==> config.mk <==
export PLATFORM = sky130hd
export DESIGN_NAME = uart_rx_flat
export DESIGN_NICKNAME = d
export VERILOG_FILES = /design/src/rtl/uart_rx_if.sv /design/src/rtl/uart_rx.sv /design/src/flat_wrapper.sv
export SDC_FILE = /design/constraint.sdc
export NUM_CORES = 1
export LEC_CHECK = 0
export ABC_AREA = 1
export CORE_MARGIN = 2
export CORE_UTILIZATION = 51
export CTS_CLUSTER_SIZE = 20
export DETAILED_ROUTE_END_ITERATION = 10
export PLACE_DENSITY = 0.72
export SLEW_MARGIN = 5
export SYNTH_ARGS = -nofsm -noshare
export SYNTH_HDL_FRONTEND = slang
export SYNTH_SLANG_ARGS = --single-unit
==> constraint.sdc <==
create_clock -name clk -period 1.6 [get_ports clk]
set_input_delay 0.16 -clock clk [delete_from_list [all_inputs] [get_ports clk]]
set_output_delay 0.16 -clock clk [all_outputs]
set_load 0.05 [all_outputs]
==> src/rtl/uart_rx_if.sv <==
// ----------------------------------------------------------------------------
// uart_rx_if -- signal bundle between a UART receiver and its environment.
//
// Build option: UART_RX_PARITY_EN adds the parity_err pulse.
//
// Signals:
//   rx          serial line into the receiver, idle high
//   rx_data     last correctly framed byte
//   donerx      one-clock pulse, rx_data just updated
//   frame_err   one-clock pulse, stop bit was sampled low
//   parity_err  one-clock pulse with donerx on even-parity mismatch (option)
//   dbg_state   current receiver FSM state, for observation only
//
// Handshake: there is no back-pressure. donerx and frame_err are single-cycle
// strobes; a consumer must capture rx_data in the cycle donerx is high or
// any later cycle before the next donerx. The two strobes are never high
// together, and parity_err only ever accompanies donerx.
//
// Modports: master = line driver / consumer, slave = the receiver.
// ----------------------------------------------------------------------------
interface uart_rx_if;
    logic       rx;
    logic [7:0] rx_data;
    logic       donerx;
    logic       frame_err;
`ifdef UART_RX_PARITY_EN
    logic       parity_err;
`endif
    logic [2:0] dbg_state;

`ifdef UART_RX_PARITY_EN
    modport master (output rx, input rx_data, input donerx, input frame_err,
                    input parity_err, input dbg_state);
    modport slave  (input rx, output rx_data, output donerx, output frame_err,
                    output parity_err, output dbg_state);
`else
    modport master (output rx, input rx_data, input donerx, input frame_err,
                    input dbg_state);
    modport slave  (input rx, output rx_data, output donerx, output frame_err,
                    output dbg_state);
`endif
endinterface

==> src/rtl/uart_rx.sv <==
// ----------------------------------------------------------------------------
// uart_rx -- 8N1 UART receiver with mid-bit sampling.
//
// Build option: UART_RX_PARITY_EN inserts an even-parity bit between the data
// bits and the stop bit and drives bus.parity_err.
//
// Ports:
//   clk   system clock, rising edge
//   rst   synchronous active-high reset
//   bus   uart_rx_if.slave: rx in; rx_data, donerx, frame_err,
//         [parity_err], dbg_state out
//
// Timing, with t0 the clock at which the synchronized line is first seen
// low after being high: start bit re-checked at t0+HALF, data bit i at
// t0+HALF+(i+1)*CLKS_PER_BIT, then (parity and) stop one bit period apart.
// ----------------------------------------------------------------------------
module uart_rx #(
    parameter int clk_freq  = 1000000,
    parameter int baud_rate = 9600
) (
    input  logic      clk,
    input  logic      rst,
    uart_rx_if.slave  bus
);
    localparam int CLKS_PER_BIT = clk_freq / baud_rate;
    localparam int HALF         = CLKS_PER_BIT / 2;
    localparam int CW           = (CLKS_PER_BIT > 1) ? $clog2(CLKS_PER_BIT) : 1;
    localparam logic [CW-1:0] BIT_RELOAD  = CW'(CLKS_PER_BIT - 1);
    localparam logic [CW-1:0] HALF_RELOAD = CW'(HALF - 1);

    localparam logic [2:0] S_IDLE   = 3'd0;
    localparam logic [2:0] S_START  = 3'd1;
    localparam logic [2:0] S_DATA   = 3'd2;
`ifdef UART_RX_PARITY_EN
    localparam logic [2:0] S_PARITY = 3'd3;
`endif
    localparam logic [2:0] S_STOP   = 3'd4;

    logic [1:0]    r_sync;
    logic          r_rs_prev;
    logic [2:0]    r_state;
    logic [CW-1:0] r_cnt;
    logic [2:0]    r_bit_idx;
    logic [7:0]    r_shift;
    logic [7:0]    r_rx_data;
    logic          r_donerx;
    logic          r_frame_err;
`ifdef UART_RX_PARITY_EN
    logic          r_par_bit;
    logic          r_parity_err;
`endif
    logic          w_rs;

    assign w_rs = r_sync[1];

    always_ff @(posedge clk) begin
        if (rst) begin
            // Synchronizer and edge history reset to the idle level so that
            // leaving reset never looks like a start edge.
            r_sync       <= 2'b11;
            r_rs_prev    <= 1'b1;
            r_state      <= S_IDLE;
            r_cnt        <= '0;
            r_bit_idx    <= '0;
            r_shift      <= '0;
            r_rx_data    <= '0;
            r_donerx     <= 1'b0;
            r_frame_err  <= 1'b0;
`ifdef UART_RX_PARITY_EN
            r_par_bit    <= 1'b0;
            r_parity_err <= 1'b0;
`endif
        end else begin
            r_sync      <= {r_sync[0], bus.rx};
            r_rs_prev   <= w_rs;
            r_donerx    <= 1'b0;
            r_frame_err <= 1'b0;
`ifdef UART_RX_PARITY_EN
            r_parity_err <= 1'b0;
`endif
            case (r_state)
                S_IDLE: begin
                    // Only a fresh 1->0 edge starts a frame; a line held low
                    // after a bad stop bit does not retrigger.
                    if (!w_rs && r_rs_prev) begin
                        r_bit_idx <= '0;
                        r_cnt     <= HALF_RELOAD;
                        r_state   <= S_START;
                    end
                end
                S_START: begin
                    if (r_cnt == '0) begin
                        if (!w_rs) begin
                            r_cnt   <= BIT_RELOAD;
                            r_state <= S_DATA;
                        end else begin
                            r_state <= S_IDLE;   // glitch, not a start bit
                        end
                    end else begin
                        r_cnt <= r_cnt - 1'b1;
                    end
                end
                S_DATA: begin
                    if (r_cnt == '0) begin
                        r_shift[r_bit_idx] <= w_rs;
                        r_cnt              <= BIT_RELOAD;
                        if (r_bit_idx == 3'd7) begin
`ifdef UART_RX_PARITY_EN
                            r_state <= S_PARITY;
`else
                            r_state <= S_STOP;
`endif
                        end else begin
                            r_bit_idx <= r_bit_idx + 1'b1;
                        end
                    end else begin
                        r_cnt <= r_cnt - 1'b1;
                    end
                end
`ifdef UART_RX_PARITY_EN
                S_PARITY: begin
                    if (r_cnt == '0) begin
                        r_par_bit <= w_rs;
                        r_cnt     <= BIT_RELOAD;
                        r_state   <= S_STOP;
                    end else begin
                        r_cnt <= r_cnt - 1'b1;
                    end
                end
`endif
                S_STOP: begin
                    if (r_cnt == '0) begin
                        if (w_rs) begin
                            r_rx_data <= r_shift;
                            r_donerx  <= 1'b1;
`ifdef UART_RX_PARITY_EN
                            // Even parity: data plus parity bit XOR to zero.
                            r_parity_err <= (^r_shift) ^ r_par_bit;
`endif
                        end else begin
                            r_frame_err <= 1'b1;
                        end
                        r_state <= S_IDLE;
                    end else begin
                        r_cnt <= r_cnt - 1'b1;
                    end
                end
                default: r_state <= S_IDLE;
            endcase
        end
    end

    assign bus.rx_data    = r_rx_data;
    assign bus.donerx     = r_donerx;
    assign bus.frame_err  = r_frame_err;
`ifdef UART_RX_PARITY_EN
    assign bus.parity_err = r_parity_err;
`endif
    assign bus.dbg_state  = r_state;

endmodule

==> src/flat_wrapper.sv <==
// flat-port wrapper written by rule: the top's interface ports become plain ports
module uart_rx_flat 
#(
    parameter int clk_freq  = 1000000,
    parameter int baud_rate = 9600
)
  (clk, rst, bus_rx, bus_rx_data, bus_donerx, bus_frame_err, bus_dbg_state);
  uart_rx_if bus_i ();
  input  logic clk;
  input  logic rst;
  input wire logic [$bits(bus_i.rx)-1:0] bus_rx;
  output wire logic [$bits(bus_i.rx_data)-1:0] bus_rx_data;
  output wire logic [$bits(bus_i.donerx)-1:0] bus_donerx;
  output wire logic [$bits(bus_i.frame_err)-1:0] bus_frame_err;
  output wire logic [$bits(bus_i.dbg_state)-1:0] bus_dbg_state;
  assign bus_i.rx = bus_rx;
  assign bus_rx_data = bus_i.rx_data;
  assign bus_donerx = bus_i.donerx;
  assign bus_frame_err = bus_i.frame_err;
  assign bus_dbg_state = bus_i.dbg_state;
  uart_rx #(.clk_freq(clk_freq), .baud_rate(baud_rate)) u_core (.clk(clk), .rst(rst), .bus(bus_i));
endmodule
# Word level (Yosys, flattened, before mapping)
# Cells that the tools add are included.
# totals
reg_bits	34
word_cells	62
input_bits	3
output_inout_bits	13
# op_classes
bitwise_logic	2
mux	22
order_cmp	2
n_eq_ne	12
n_addsub	2
n_reduce_logical	13
# op_table
operator	n
$mux 7	5
$pmux 7 s4	1
$mux 3	8
$pmux 3 s4	1
$ne 2x1->1 const B	5
$bwmux 8	1
$reduce_and 4->1	2
$logic_not 7->1	1
$sub 7x1->7 const B	1
$eq 3x3->1 const B	2
$pmux 3 s2	1
$reduce_and 5->1	1
$lt 3x4->1 const B	1
$ne 2x2->1 const B	2
$reduce_bool 4->1	1
$add 3x1->3 const B	1
$demux 1 s3	1
$eq 3x1->1 const B	1
$eq 3x2->1 const B	1
$ge 3x1->1 const B	1
$logic_not 3->1	1
$mux 1	3
$ne 3x3->1 const B	1
$reduce_and 3->1	1
other kinds (7)	9

# Longest topological paths before layout
# logic_depth
ltp_word	5
depth_mapped	11
ltp_nobuf	11

# Worst setup path after synthesis
# OpenSTA, ideal clock, no wires.
# synth_path
path_type	reg2reg
startpoint	reg u_core.r_state[0] (netlist: u_core.bus.dbg_state[0])
endpoint	reg u_core.r_cnt[5]
arrival_ns	1.485
stages_incl_launch_ff	8
setup_ns	0.116
t_required_ns	1.484
synth_period_minus_slack_ns	1.601
path_slack_ns	-0.001
n_path_buf	0
cell_sequence	dfxtp_1 nand2_1 nand3_2 nand2_2 nor2_4 inv_2 nor2_1 nor2_1
# synth_between
elab_chain_cells	3
elab_cells_between_ends	10
cone_classes	eq/ne (6); mux (1); reduce/logical (3)
# synth_lines
element	line	text
start: declaration	uart_rx.sv:41	logic [2:0] r_state;
start signal: assignment	uart_rx.sv:62	r_state <= S_IDLE;
start signal: assignment	uart_rx.sv:88	r_state <= S_START;
start signal: assignment	uart_rx.sv:95	r_state <= S_DATA;
$eq 3x1->1 (tied with other cells)	uart_rx.sv:81	case (r_state)
$ne 3x3->1 (no line) (tied with other cells)	--	
$reduce_and 4->1 (no line)	--	
end signal: assignment	uart_rx.sv:100	r_cnt <= r_cnt - 1'b1;
end signal: assignment	uart_rx.sv:117	r_cnt <= r_cnt - 1'b1;
end signal: assignment	uart_rx.sv:145	r_cnt <= r_cnt - 1'b1;
end: declaration	uart_rx.sv:42	logic [CW-1:0] r_cnt;
# Parallel ways exist; a longest one is shown, timed or not.
# A chain may end at the register's enable or synchronous reset.

# Worst setup path in the final report
# layout_path
startpoint	reg u_core.r_cnt[0]
endpoint	reg u_core.r_shift[6]
# layout_between
elab_chain_cells	2
# layout_lines
element	line	text
$logic_not 7->1	uart_rx.sv:104	if (r_cnt == '0) begin
$reduce_and 2->1 (no line)	--	
end signal: indexed assignment	uart_rx.sv:105	r_shift[r_bit_idx] <= w_rs;
end: declaration	uart_rx.sv:44	logic [7:0] r_shift;
# Every way passes these cells.

==> results.yml <==
run_status:
  status: "finished, final reports clean"
floorplan:
  boundaryPins: 16
  fp-row-count: 20
  start_util_pct: 54.3
  core-area_um2: 3080
  fp.dieH_um: 61.3
  fp.dieW_um: 61.3
  die_area_um2: 3750
synth:
  yosys_warnings: 0
  seq_area_frac_synth_pct: 40.7
  synth_area_leaders: "dfxtp_1 (41%), nand2_1 (8.8%), nor2_1 (6.3%)"
  syn_area_per_cell_um2: 7.43
  synth_common_cells: "nand2_1 (39), dfxtp_1 (34), nor2_1 (28)"
  synth_top_family_by_area: "simple AND/OR/NAND/NOR gates"
  synth_nets: 232
  synth-adder-area-share_pct: 2.99
  synth_xor_area_share_pct: 1.05
  yosysMostFrequentCell: "nand2_1"
  synthFlopType: "dfxtp_1"
  synth_top_area_cell: "dfxtp_1"
  syn_area_um2: 1670
  synth_compound_area_share_pct: 14.0
  synth_edf_count: 0
  ys_types: 28
  async_flop_share_pct: 0
  synth.area.mux_share_pct: 0
  synth-simple-area-share_pct: 33.6
  yosysTopAreaCellShare_pct: 40.7
  synthCells: 225
  ys_ff_latch: 34
detailed_routing:
  routed_wl_mm: 3.09
  vias_per_cell: 4.80
  drt_iter0_drc: 82
  wl_per_cell_um: 10.4
  remaining_drc_errors: 0
  first_pass_iters: 4
  antenna_left: 0
  vias: 1421
setup_path:
  slowest_delay_ns: 0.37
  reg2reg_to: "u_core.r_shift[6]$_SDFFE_PP0P_"
  crit_path_start_kind: "register"
  crit_slowest_cell: "nor3_4"
  critical_path.startpoint: "u_core.r_cnt[0]$_SDFFE_PP0P_"
  worstPathCellList: "inv_2, ha_4, inv_2, nor2_4, nand3_4, nor3_4, nand3_1, nand2_1, nor2_1"
  timing.rr.start: "u_core.r_cnt[0]$_SDFFE_PP0P_"
  cpMostUsedCell: "inv_2"
  crit_path_max_fanout: 8
  ff2ff_setup_slack_ns: 0.07
  critPathArrivalTime_ns: 1.78
  cp.required_ns: 1.85
  worst-setup-path-type: "reg -> reg"
  r2r_cells: 9
  crit_cells: 9
  cp_num_buf_inv: 2
  critPathTopFamily: "simple AND/OR/NAND/NOR gates"
  crit_end: "u_core.r_shift[6]$_SDFFE_PP0P_"
  endpoint_kind: "register"
power_and_ir_drop:
  ir_drop_mv: 0.956
  leakagePower_nw: 0.850
  power_density_nw_per_um2: 1790
  fin_total_pwr_mw: 3.54
global_routing:
  overflow: 0
  grtUsageTotal_pct: 18.9
  antenna_found_initial: 0
  grt_pass1_vias: 1138
  grt_pass1_wl_mm: 5.13
  grt_max_degree: 18
clock_tree:
  htreeDepth: 2
  clk_pin_slew_ns: 0.10
  cts_tree: "built"
  cts_sinks: 34
  clock_latency_ns: 0.35
  cts.path.max_buffers: 2
  cts.hold.buffers_added: 0
  cts-root-buf: "clkbuf_4"
  numCtsBuffers: 5
timing:
  finalMaxSlewViolations: 0
  fmax_ghz: 0.654
  hold_viol: 0
  fin_skew_ns: 0.0135
  setup_viol: 0
  rsz0062_at_grt: "true"
  tightestPinTransition_ns: 0.483
  fin_crit_ns: 1.53
  fin_setup_tns_ns: 0
  finalCritPeriodShare_pct: 95.6
  relSlewSlack_pct: 67.9
  worst_hold_slack_ns: 0.377
cells_and_area:
  fin_area_um2: 1980
  final_nets: 258
  drive_gt1_share_pct: 25.8
  nFillCells: 290
  num_antenna_cells: 0
  synthToLayoutAreaGrowth_pct: 18.6
  fin_util_pct: 64.5
min_path:
  min_path_type: "in -> reg"
flow_run:
  max_cap_viol_count: 0
placement:
  io_buffer_count: 15
  dp_hpwl_mm: 2.25
  post_dp_cell_area_um2: 1870
  place.gp.congestion: 0.844
==> stage by stage <==
stage                     instances  setup WS, ns
final                           296        0.0712
after global routing            296       -0.0618
after CTS                       294        0.0154
after detailed placement        286        0.0199
after global placement          286        0.0449
after floorplan                 225        0.0223
==> report_power, final <==
group / switching, mW / internal (mW)
clock network: 0.300 / 0.211
registers: 0.158 / 0.983
logic: 1.20 / 0.695
total: 1.66 / 1.89
==> placed cells by master (no fill, tap or decap) <==
master | Yosys | final
nand2_1 | 39 | 39
dfxtp_1 | 34 | 31
nor2_1 | 28 | 27
inv_1 | 24 | 21
o21ai_0 | 20 | 20
a21oi_1 | 20 | 19
buf_4 | 0 | 19
nand3_1 | 13 | 13
inv_2 | 3 | 6
nand2_2 | 6 | 6
nor2_4 | 5 | 6
clkbuf_4 | 0 | 5
nand4_1 | 4 | 4
nor2_2 | 3 | 3
nor3_1 | 3 | 3
ha_1 | 4 | 3
dfxtp_2 | 0 | 3
nand3_4 | 2 | 2
nand3_2 | 2 | 2
clkinv_2 | 1 | 2
a21oi_2 | 2 | 2
or2_2 | 2 | 2
clkdlybuf4s50_1 | 0 | 2
dlygate4sd2_1 | 0 | 2
nor3_4 | 1 | 1
or2_4 | 1 | 1
o21ai_2 | 1 | 1
o21a_1 | 1 | 1
a21oi_4 | 0 | 1
xor2_1 | 1 | 1
xnor2_1 | 1 | 1
ha_4 | 0 | 1
clkinvlp_4 | 0 | 1
clkbuf_8 | 0 | 1
==> how the worst min path moves through the flow <==
stage                                     start                          end  slack [ns]  depth (start not counted)
floorplan                                bus_rx  u_core.r_sync[0]$_SDFF_PP1_        0.26                          1
global placement    u_core.r_sync[0]$_SDFF_PP1_  u_core.r_sync[1]$_SDFF_PP1_        0.39                          1
detailed placement  u_core.r_sync[0]$_SDFF_PP1_  u_core.r_sync[1]$_SDFF_PP1_        0.39                          1
CTS                                      bus_rx  u_core.r_sync[0]$_SDFF_PP1_        0.36                          2
global route                             bus_rx  u_core.r_sync[0]$_SDFF_PP1_        0.39                          2
finish                                   bus_rx  u_core.r_sync[0]$_SDFF_PP1_        0.38                          2
==> repair_timing <==
item                       CTS  global route
setup endpoints to repair    2            18
gates resized for setup      2            11
pin swaps                    0             8
setup buffers                0             2
==> cells by family after synthesis <==
logic type | Yosys count
flip-flops | 34
AND/OR/NAND/NOR | 109
adder cells (fa/ha/maj) | 4
XOR/XNOR | 2
AO/OA/AOI/OAI | 44
buffers and inverters | 32
==> registers in the layout, summed over array words and instances, names as in the netlist <==
name / cells
u_core.bus.dbg_state: 3
u_core.bus.donerx: 1
u_core.bus.frame_err: 1
u_core.bus.rx_data: 8
u_core.r_bit_idx: 3
u_core.r_cnt: 7
u_core.r_rs_prev: 1
u_core.r_shift: 8
u_core.r_sync: 2
==> layout make-up <==
| class | count | area [um2] | area share, % |
|---|---|---|---|
| flip-flops and latches | 34 | 684 | 34.5 |
| inverters | 28 | 106 | 5.36 |
| clock buffers | 6 | 51.3 | 2.59 |
| multi-input cells | 159 | 895 | 45.1 |
| well taps | 44 | 55.1 | 2.77 |
| clock inverters | 2 | 12.5 | 0.631 |
| repair buffers | 23 | 180 | 9.08 |
==> per-layer routing <==
| metal | global-route usage, % | part of all wire [%] | up-vias |
|---|---|---|---|
| li1 | - | - | 780 |
| met1 | 26.0 | 51 | 609 |
| met2 | 26.4 | 42 | 25 |
| met3 | 6.93 | 4.9 | 7 |
| met4 | 8.39 | 2.1 | 0 |
| met5 | 0 | 0 | - |
Note: power is estimated with default switching activity, not from simulation.
